**config.mk**
```make
export PLATFORM = sky130hd
export DESIGN_NAME = alu_issue
export DESIGN_NICKNAME = d
export VERILOG_FILES = /design/src/rtl/alu_issue_pkg.sv /design/src/rtl/alu_issue_rf.sv /design/src/rtl/alu_issue.sv
export SDC_FILE = /design/constraint.sdc
export NUM_CORES = 1
export LEC_CHECK = 0
export CORE_UTILIZATION = 43
export DETAILED_ROUTE_END_ITERATION = 10
export GPL_ROUTABILITY_DRIVEN = 0
export PLACE_DENSITY = 0.61
export SYNTH_ARGS = -nofsm -noshare
export SYNTH_HDL_FRONTEND = slang
export SYNTH_SLANG_ARGS = --single-unit
```
**constraint.sdc**
```tcl
create_clock -name clk -period 19 [get_ports clk]
set_input_delay 1.9 -clock clk [delete_from_list [all_inputs] [get_ports clk]]
set_output_delay 1.9 -clock clk [all_outputs]
set_load 0.01 [all_outputs]
```
**src/rtl/alu_issue_pkg.sv**
```systemverilog
// Shared definitions for the alu_issue sequencer: opcode constants,
// instruction field positions, flag bit indices and FSM state encoding.
package alu_issue_pkg;

    // Instruction layout: [15:12] opcode, [11:9] rd, [8:6] rs1, [5:3] rs2, [2:0] mode
    localparam int INSTR_W  = 16;
    localparam int OPC_LSB  = 12;
    localparam int RD_LSB   = 9;
    localparam int RS1_LSB  = 6;
    localparam int RS2_LSB  = 3;
    localparam int MODE_LSB = 0;

    // Flag vector bit positions
    localparam int CARRY    = 0;
    localparam int SIGN     = 1;
    localparam int OVERFLOW = 2;
    localparam int ZERO     = 3;

    // Opcodes understood by the downstream ALU
    localparam logic [3:0] OP_ADD  = 4'b0000;
    localparam logic [3:0] OP_ADC  = 4'b0001;
    localparam logic [3:0] OP_SUB  = 4'b0010;
    localparam logic [3:0] OP_SBB  = 4'b0011;
    localparam logic [3:0] OP_AND  = 4'b0100;
    localparam logic [3:0] OP_OR   = 4'b0101;
    localparam logic [3:0] OP_XOR  = 4'b0110;
    localparam logic [3:0] OP_SHL  = 4'b0111;
    localparam logic [3:0] OP_SHR  = 4'b1000;
    localparam logic [3:0] OP_SAR  = 4'b1001;
    localparam logic [3:0] OP_MUL  = 4'b1010;
    localparam logic [3:0] OP_NOT  = 4'b1011;
    localparam logic [3:0] OP_CMP  = 4'b1100;
    localparam logic [3:0] OP_INC  = 4'b1101;
    localparam logic [3:0] OP_DEC  = 4'b1110;

    typedef enum logic [1:0] {
        ST_IDLE = 2'd0,
        ST_READ = 2'd1,
        ST_EXEC = 2'd2,
        ST_WB   = 2'd3
    } state_t;

    // Compare only updates flags; every other opcode writes its destination.
    function automatic logic writes_reg(input logic [3:0] op);
        return op != OP_CMP;
    endfunction

endpackage

```
**src/rtl/alu_issue_rf.sv**
```systemverilog
// 2^REGS_CODING x WIDTH register file: two asynchronous read ports for
// operand fetch, a single write port shared by preload and writeback,
// and a registered debug read port.
module alu_issue_rf #(
    parameter int WIDTH       = 32,
    parameter int REGS_CODING = 3
) (
    input  logic                   clk,
    input  logic                   rst,
    input  logic                   ld_en,
    input  logic [REGS_CODING-1:0] ld_addr,
    input  logic [WIDTH-1:0]       ld_data,
    input  logic                   wb_en,
    input  logic [REGS_CODING-1:0] wb_addr,
    input  logic [WIDTH-1:0]       wb_data,
    input  logic [REGS_CODING-1:0] rs1_addr,
    output logic [WIDTH-1:0]       rs1_data,
    input  logic [REGS_CODING-1:0] rs2_addr,
    output logic [WIDTH-1:0]       rs2_data,
    input  logic [REGS_CODING-1:0] dbg_addr,
    output logic [WIDTH-1:0]       dbg_data
);

    localparam int NREGS = 1 << REGS_CODING;

    logic [WIDTH-1:0] regs [NREGS];

    // Single write port; preload and writeback never coincide (IDLE vs WB),
    // writeback is given priority anyway.
    always_ff @(posedge clk or posedge rst) begin
        if (rst) begin
            for (int i = 0; i < NREGS; i++) begin
                regs[i] <= '0;
            end
        end else if (wb_en) begin
            regs[wb_addr] <= wb_data;
        end else if (ld_en) begin
            regs[ld_addr] <= ld_data;
        end
    end

    assign rs1_data = regs[rs1_addr];
    assign rs2_data = regs[rs2_addr];

    // Debug read is registered: data appears one cycle after the address.
    always_ff @(posedge clk or posedge rst) begin
        if (rst) begin
            dbg_data <= '0;
        end else begin
            dbg_data <= regs[dbg_addr];
        end
    end

endmodule

```
**src/rtl/alu_issue.sv**
```systemverilog
// Issue/writeback sequencer for a combinational ALU. Accepts instructions
// and register preloads in IDLE, fetches operands (READ), drives the ALU
// (EXEC) and writes result/flags back (WB). Every instruction takes four
// cycles.
// Handshake rule: a transfer happens on a rising edge where both valid and
// ready are high; ready depends only on FSM state, never on valid.
// Optional feature macro: ALU_ISSUE_IMM_EN (mode[0]=1 takes the rs2 field as
// a zero-extended immediate for op2).
module alu_issue
    import alu_issue_pkg::*;
#(
    parameter int WIDTH       = 32,
    parameter int OPCODE      = 4,
    parameter int REGS_CODING = 3,
    parameter int FLAGS       = 4
) (
    input  logic                   clk,
    input  logic                   rst,
    input  logic                   instr_valid,
    output logic                   instr_ready,
    input  logic [15:0]            instr,
    input  logic                   ld_valid,
    output logic                   ld_ready,
    input  logic [REGS_CODING-1:0] ld_addr,
    input  logic [WIDTH-1:0]       ld_data,
    input  logic [REGS_CODING-1:0] rd_addr,
    output logic [WIDTH-1:0]       rd_data,
    output logic                   alu_en,
    output logic [OPCODE-1:0]      alu_opcode,
    output logic [WIDTH-1:0]       alu_op1,
    output logic [WIDTH-1:0]       alu_op2,
    output logic                   alu_cin,
    output logic [REGS_CODING-1:0] alu_dest,
    input  logic [WIDTH-1:0]       alu_result,
    input  logic [FLAGS-1:0]       alu_flags,
    input  logic [REGS_CODING-1:0] alu_dest_ret,
    output logic [FLAGS-1:0]       flags,
    output logic                   done,
    output logic [1:0]             fsm_state
);

    state_t state, state_next;

    // Fields latched at the instruction handshake
    logic [OPCODE-1:0]      opcode_l;
    logic [REGS_CODING-1:0] rd_l, rs1_l, rs2_l;

    // Operand registers; they also drive the ALU and hold between issues
    logic [OPCODE-1:0]      opcode_q;
    logic [WIDTH-1:0]       op1_q, op2_q;
    logic [REGS_CODING-1:0] dest_q;
    logic                   cin_q;

    // Writeback registers captured at the end of EXEC
    logic [WIDTH-1:0]       wb_result;
    logic [FLAGS-1:0]       wb_flags;
    logic [REGS_CODING-1:0] wb_dest;
    logic                   wb_writes;

    logic [FLAGS-1:0]       flags_q;
    logic [WIDTH-1:0]       rs1_data, rs2_data, op2_sel;
    logic                   instr_fire, ld_fire, wb_en;
    logic                   unused_mode;

    assign unused_mode = ^instr[MODE_LSB +: 3];

    // State register
    always_ff @(posedge clk or posedge rst) begin
        if (rst) begin
            state <= ST_IDLE;
        end else begin
            state <= state_next;
        end
    end

    // Next-state and per-state control outputs
    always_comb begin
        state_next  = state;
        instr_ready = 1'b0;
        ld_ready    = 1'b0;
        alu_en      = 1'b0;
        done        = 1'b0;
        case (state)
            ST_IDLE: begin
                instr_ready = 1'b1;
                ld_ready    = 1'b1;
                if (instr_valid) begin
                    state_next = ST_READ;
                end
            end
            ST_READ: state_next = ST_EXEC;
            ST_EXEC: begin
                alu_en     = 1'b1;
                state_next = ST_WB;
            end
            ST_WB: begin
                done       = 1'b1;
                state_next = ST_IDLE;
            end
            default: state_next = ST_IDLE;
        endcase
    end

    assign instr_fire = instr_valid & instr_ready;
    assign ld_fire    = ld_valid & ld_ready;
    assign wb_en      = (state == ST_WB) & wb_writes;
    assign fsm_state  = state;

`ifdef ALU_ISSUE_IMM_EN
    logic imm_l;

    // Remember whether op2 comes from the rs2 field itself
    always_ff @(posedge clk or posedge rst) begin
        if (rst) begin
            imm_l <= 1'b0;
        end else if (instr_fire) begin
            imm_l <= instr[MODE_LSB];
        end
    end

    assign op2_sel = imm_l ? {{(WIDTH-REGS_CODING){1'b0}}, rs2_l} : rs2_data;
`else
    assign op2_sel = rs2_data;
`endif

    // Latch instruction fields on the handshake
    always_ff @(posedge clk or posedge rst) begin
        if (rst) begin
            opcode_l <= '0;
            rd_l     <= '0;
            rs1_l    <= '0;
            rs2_l    <= '0;
        end else if (instr_fire) begin
            opcode_l <= instr[OPC_LSB +: OPCODE];
            rd_l     <= instr[RD_LSB  +: REGS_CODING];
            rs1_l    <= instr[RS1_LSB +: REGS_CODING];
            rs2_l    <= instr[RS2_LSB +: REGS_CODING];
        end
    end

    // Operand fetch at the end of READ; a preload taken with the handshake
    // is already in the file by then.
    always_ff @(posedge clk or posedge rst) begin
        if (rst) begin
            opcode_q <= '0;
            op1_q    <= '0;
            op2_q    <= '0;
            dest_q   <= '0;
            cin_q    <= 1'b0;
        end else if (state == ST_READ) begin
            opcode_q <= opcode_l;
            op1_q    <= rs1_data;
            op2_q    <= op2_sel;
            dest_q   <= rd_l;
            cin_q    <= flags_q[CARRY];
        end
    end

    assign alu_opcode = opcode_q;
    assign alu_op1    = op1_q;
    assign alu_op2    = op2_q;
    assign alu_cin    = cin_q;
    assign alu_dest   = dest_q;

    // Capture the ALU return at the end of EXEC
    always_ff @(posedge clk or posedge rst) begin
        if (rst) begin
            wb_result <= '0;
            wb_flags  <= '0;
            wb_dest   <= '0;
            wb_writes <= 1'b0;
        end else if (state == ST_EXEC) begin
            wb_result <= alu_result;
            wb_flags  <= alu_flags;
            wb_dest   <= alu_dest_ret;
            wb_writes <= writes_reg(opcode_q);
        end
    end

    // Architectural flags update on every retiring instruction
    always_ff @(posedge clk or posedge rst) begin
        if (rst) begin
            flags_q <= '0;
        end else if (state == ST_WB) begin
            flags_q <= wb_flags;
        end
    end

    assign flags = flags_q;

    alu_issue_rf #(
        .WIDTH       (WIDTH),
        .REGS_CODING (REGS_CODING)
    ) u_rf (
        .clk      (clk),
        .rst      (rst),
        .ld_en    (ld_fire),
        .ld_addr  (ld_addr),
        .ld_data  (ld_data),
        .wb_en    (wb_en),
        .wb_addr  (wb_dest),
        .wb_data  (wb_result),
        .rs1_addr (rs1_l),
        .rs1_data (rs1_data),
        .rs2_addr (rs2_l),
        .rs2_data (rs2_data),
        .dbg_addr (rd_addr),
        .dbg_data (rd_data)
    );

endmodule

```
==> flow_metrics.env <==
export IMPL_outcome="finished, final reports clean"
export IMPL_cts_root_buf="clkbuf_16"
export IMPL_tightestPinTransition_ns=1.174
export IMPL_endpoint="u_rf.regs[91]"
export IMPL_core_area_um2=51410
export IMPL_r2r_start="fsm_state[0]"
export IMPL_layout_cells_most_common_list="dfrtp_1 (413), clkdlybuf4s50_1 (204), mux4_2 (192), o21ai_0 (189), a2bb2oi_1 (185)"
export IMPL_worstPathMaxFanout=34
export IMPL_reg2reg_slack_ns=15.20
export IMPL_seq_area_frac_synth=0.4686
export IMPL_leakagePower_nw=10.36
export IMPL_dr_pass1_iters=5
export IMPL_cts_clk_slew_worst_paths_ns=0.06
export IMPL_pre_cts_ws_ns=14.05
export IMPL_port_buffers=207
export IMPL_endpoint_kind="flip-flop"
export IMPL_setup_viol=0
export IMPL_pwr_share_comb=0.440
export IMPL_clockBufferDepth=3
export IMPL_grt_overflow_total=0
export IMPL_grt_max_degree=164
export IMPL_placed_cells=2505
export IMPL_post_route_drc_count=0
export IMPL_fin_ws_ns=14.52
export IMPL_rr_worst_depth=6
export IMPL_antenna_found_initial=5
export IMPL_die_w_um=230.1
export IMPL_switching_share=0.3752
export IMPL_routed_via_density=6.690
export IMPL_wl_um=75260
export IMPL_cp_arrival_ns=4.94
export IMPL_drtIter0Drc=1863
export IMPL_start_util=0.4353
export IMPL_syn_area_per_cell_um2=12.67
export IMPL_grt_pass1_wl_um=113600
export IMPL_die_h_um=230.1
export IMPL_internal_power_mw=3.149
export IMPL_netlist_area_leader_share=0.4686
export IMPL_hold_path_class="flip-flop to flip-flop"
export IMPL_htreeDepth=2
export IMPL_cap_violations=0
export IMPL_timing_clock_skew_ns=0.009080
export IMPL_max_freq_mhz=223.3
export IMPL_syn_area_um2=22380
export IMPL_hold_viol_final=0
export IMPL_power_switching_mw=1.891
export IMPL_stdcell_count=2590
export IMPL_io_pins=211
export IMPL_synth_net_count=1868
export IMPL_syn_inst=1766
export IMPL_cts_tree="done"
export IMPL_pwr_share_seq=0.375
export IMPL_n_fill_cell=4431
export IMPL_dieArea_um2=52960
export IMPL_detail_route_wl_per_cell_um=29.06
export IMPL_holdBufCountCts=0
export IMPL_relSlewSlack=0.2147
export IMPL_synthTopCellsByArea="dfrtp_1 (47%), mux4_2 (19%), a2bb2oi_1 (7.2%), mux2_2 (4.8%), o21ai_0 (4.2%)"
export IMPL_yosysTopAreaCell="dfrtp_1"
export IMPL_rsz0062_at_grt="no"
export IMPL_post_cts_setup_buffer_count=0
export IMPL_ctsResizeCount=0
export IMPL_nets=1976
export IMPL_numCtsBuffers=47
export IMPL_startpoint_type="primary input"
export IMPL_first_global_vias=17589
export IMPL_hold_depth=1
export IMPL_clock_sinks=419
export IMPL_ant_nets=0
export IMPL_synthToLayoutAreaGrowth_pct=16.96
export IMPL_final_layout_size_suffix_gt1_frac=0.2258
export IMPL_dp_hpwl_um=40670
export IMPL_peakVddDrop_uv=162.2
export IMPL_drv_slew=0
export IMPL_pwr_share_clk=0.185
export IMPL_mostFrequentLayoutCell="dfrtp_1"
export IMPL_powerDensity_nw_per_um2=192.6
export IMPL_ys_ff_latch=419
export IMPL_worstPathRequired_ns=19.46
export IMPL_track_usage=0.2872
export IMPL_crit_start="ld_valid"
export IMPL_postLayoutCoreUtil=0.5091
export IMPL_finalSetupTns_ns=0
export IMPL_rows=83
export IMPL_synth_cell_types=45
export IMPL_layout_min_cycle_time_ns=4.479
export IMPL_finalCritPeriodShare=0.2357
export IMPL_worstSkewPairLatency_ns=0.58
export IMPL_synth_warnings=0
export IMPL_via_count=17326
export IMPL_critical_path_class="primary input to flip-flop"
export IMPL_r2r_end="u_rf.regs[179]"
metal layers:
metal / global-route usage / vias up / part of all wire
met2: 0.4412 / 1091 / 0.46
met5: 0 / - / 0.00069
met4: 0.1250 / 8 / 0.038
met3: 0.07763 / 215 / 0.11
met1: 0.3826 / 8948 / 0.39
li1: - / 7064 / -
sequential cells by signal, summed over array words and instances (netlist names):
register / flops
u_rf.regs: 256
wb_writes: 1
wb_dest: 3
wb_flags: 4
fsm_state: 2
alu_op1: 32
alu_cin: 1
opcode_l: 4
u_rf.dbg_data: 32
alu_op2: 32
wb_result: 32
alu_opcode: 4
rs1_l: 3
alu_dest: 3
flags: 4
rd_l: 3
rs2_l: 3
worst max-delay path, stage by stage:
cell             delay [ns]
clkdlybuf4s50_1        0.45
and2_1                 0.55
nand4_4                0.86
nor2b_4                0.48
buf_4                  0.31
a221o_1                0.36
layout make-up:
type	instances	area (µm²)	area share
inverter	7	33.78	0.001291
tap	680	850.8	0.03251
antenna	1	2.502	0.00009562
multi-input combinational	1162	10930	0.4177
clock buffer	67	1364	0.05211
sequential	419	10500	0.4011
timing repair buffer	237	2300	0.08787
clock inverter	17	192.7	0.007362
cell usage after synthesis, drive strengths merged:
cell / count
nor2: 121
mux2: 96
o2111ai: 1
o211ai: 11
nand2: 123
nand4b: 3
dfrtp: 419
and2: 8
a221o: 53
nand3: 15
and3: 4
mux4: 192
inv: 7
a2bb2oi: 185
nand4bb: 1
nand2b: 64
nor2b: 4
and3b: 1
clkbuf: 76
o21ai: 189
a21oi: 4
ha: 5
buf: 102
a41oi: 1
nand3b: 1
nand4: 4
a31oi: 67
mux2i: 5
and2b: 3
nor3: 1
how the worst min path moves through the flow:
stage / start / endpoint / slack [ns]
floorplan: opcode_l[3] / opcode_l[3] / 0.47
finish: rd_l[2] / rd_l[2] / 0.50
global route: rd_l[2] / alu_dest[2] / 0.51
global placement: rd_l[0] / rd_l[0] / 0.48
detailed placement: wb_flags[0] / wb_flags[0] / 0.49
CTS: rd_l[2] / rd_l[2] / 0.51
power by group through the flow:
stage,logic (mW),clock network [mW],registers [mW]
2_1_floorplan,1.64,0,1.68
3_3_place_gp,2.18,0,1.86
3_5_place_dp,2.21,0,1.88
4_1_cts,2.22,0.945,1.87
5_1_grt,2.37,0.981,1.95
6_report,2.22,0.931,1.89
through the flow:
step	cell area (µm²)	total power, mW	hold WS (ns)
after global placement	24610	4.035	0.4822
after CTS	26170	5.040	0.5058
after detailed placement	24610	4.094	0.4905
after global routing	26170	5.303	0.5125
after floorplan	22380	3.320	0.4736
final	26170	5.041	0.5009
logic make-up (layout without fill, tap and decap cells):
family,Yosys count,after routing,share of synthesized area
other,0,1,0
AOI/OAI and AO/OA,511,511,0.1650
DFF,419,419,0.4686
and+or+nand+nor,353,353,0.07538
muxes,293,293,0.2438
adders and majority gates,5,5,0.002796
buffers and inverters,185,328,0.04445
No activity file was read; power rests on OpenSTA's default activity.
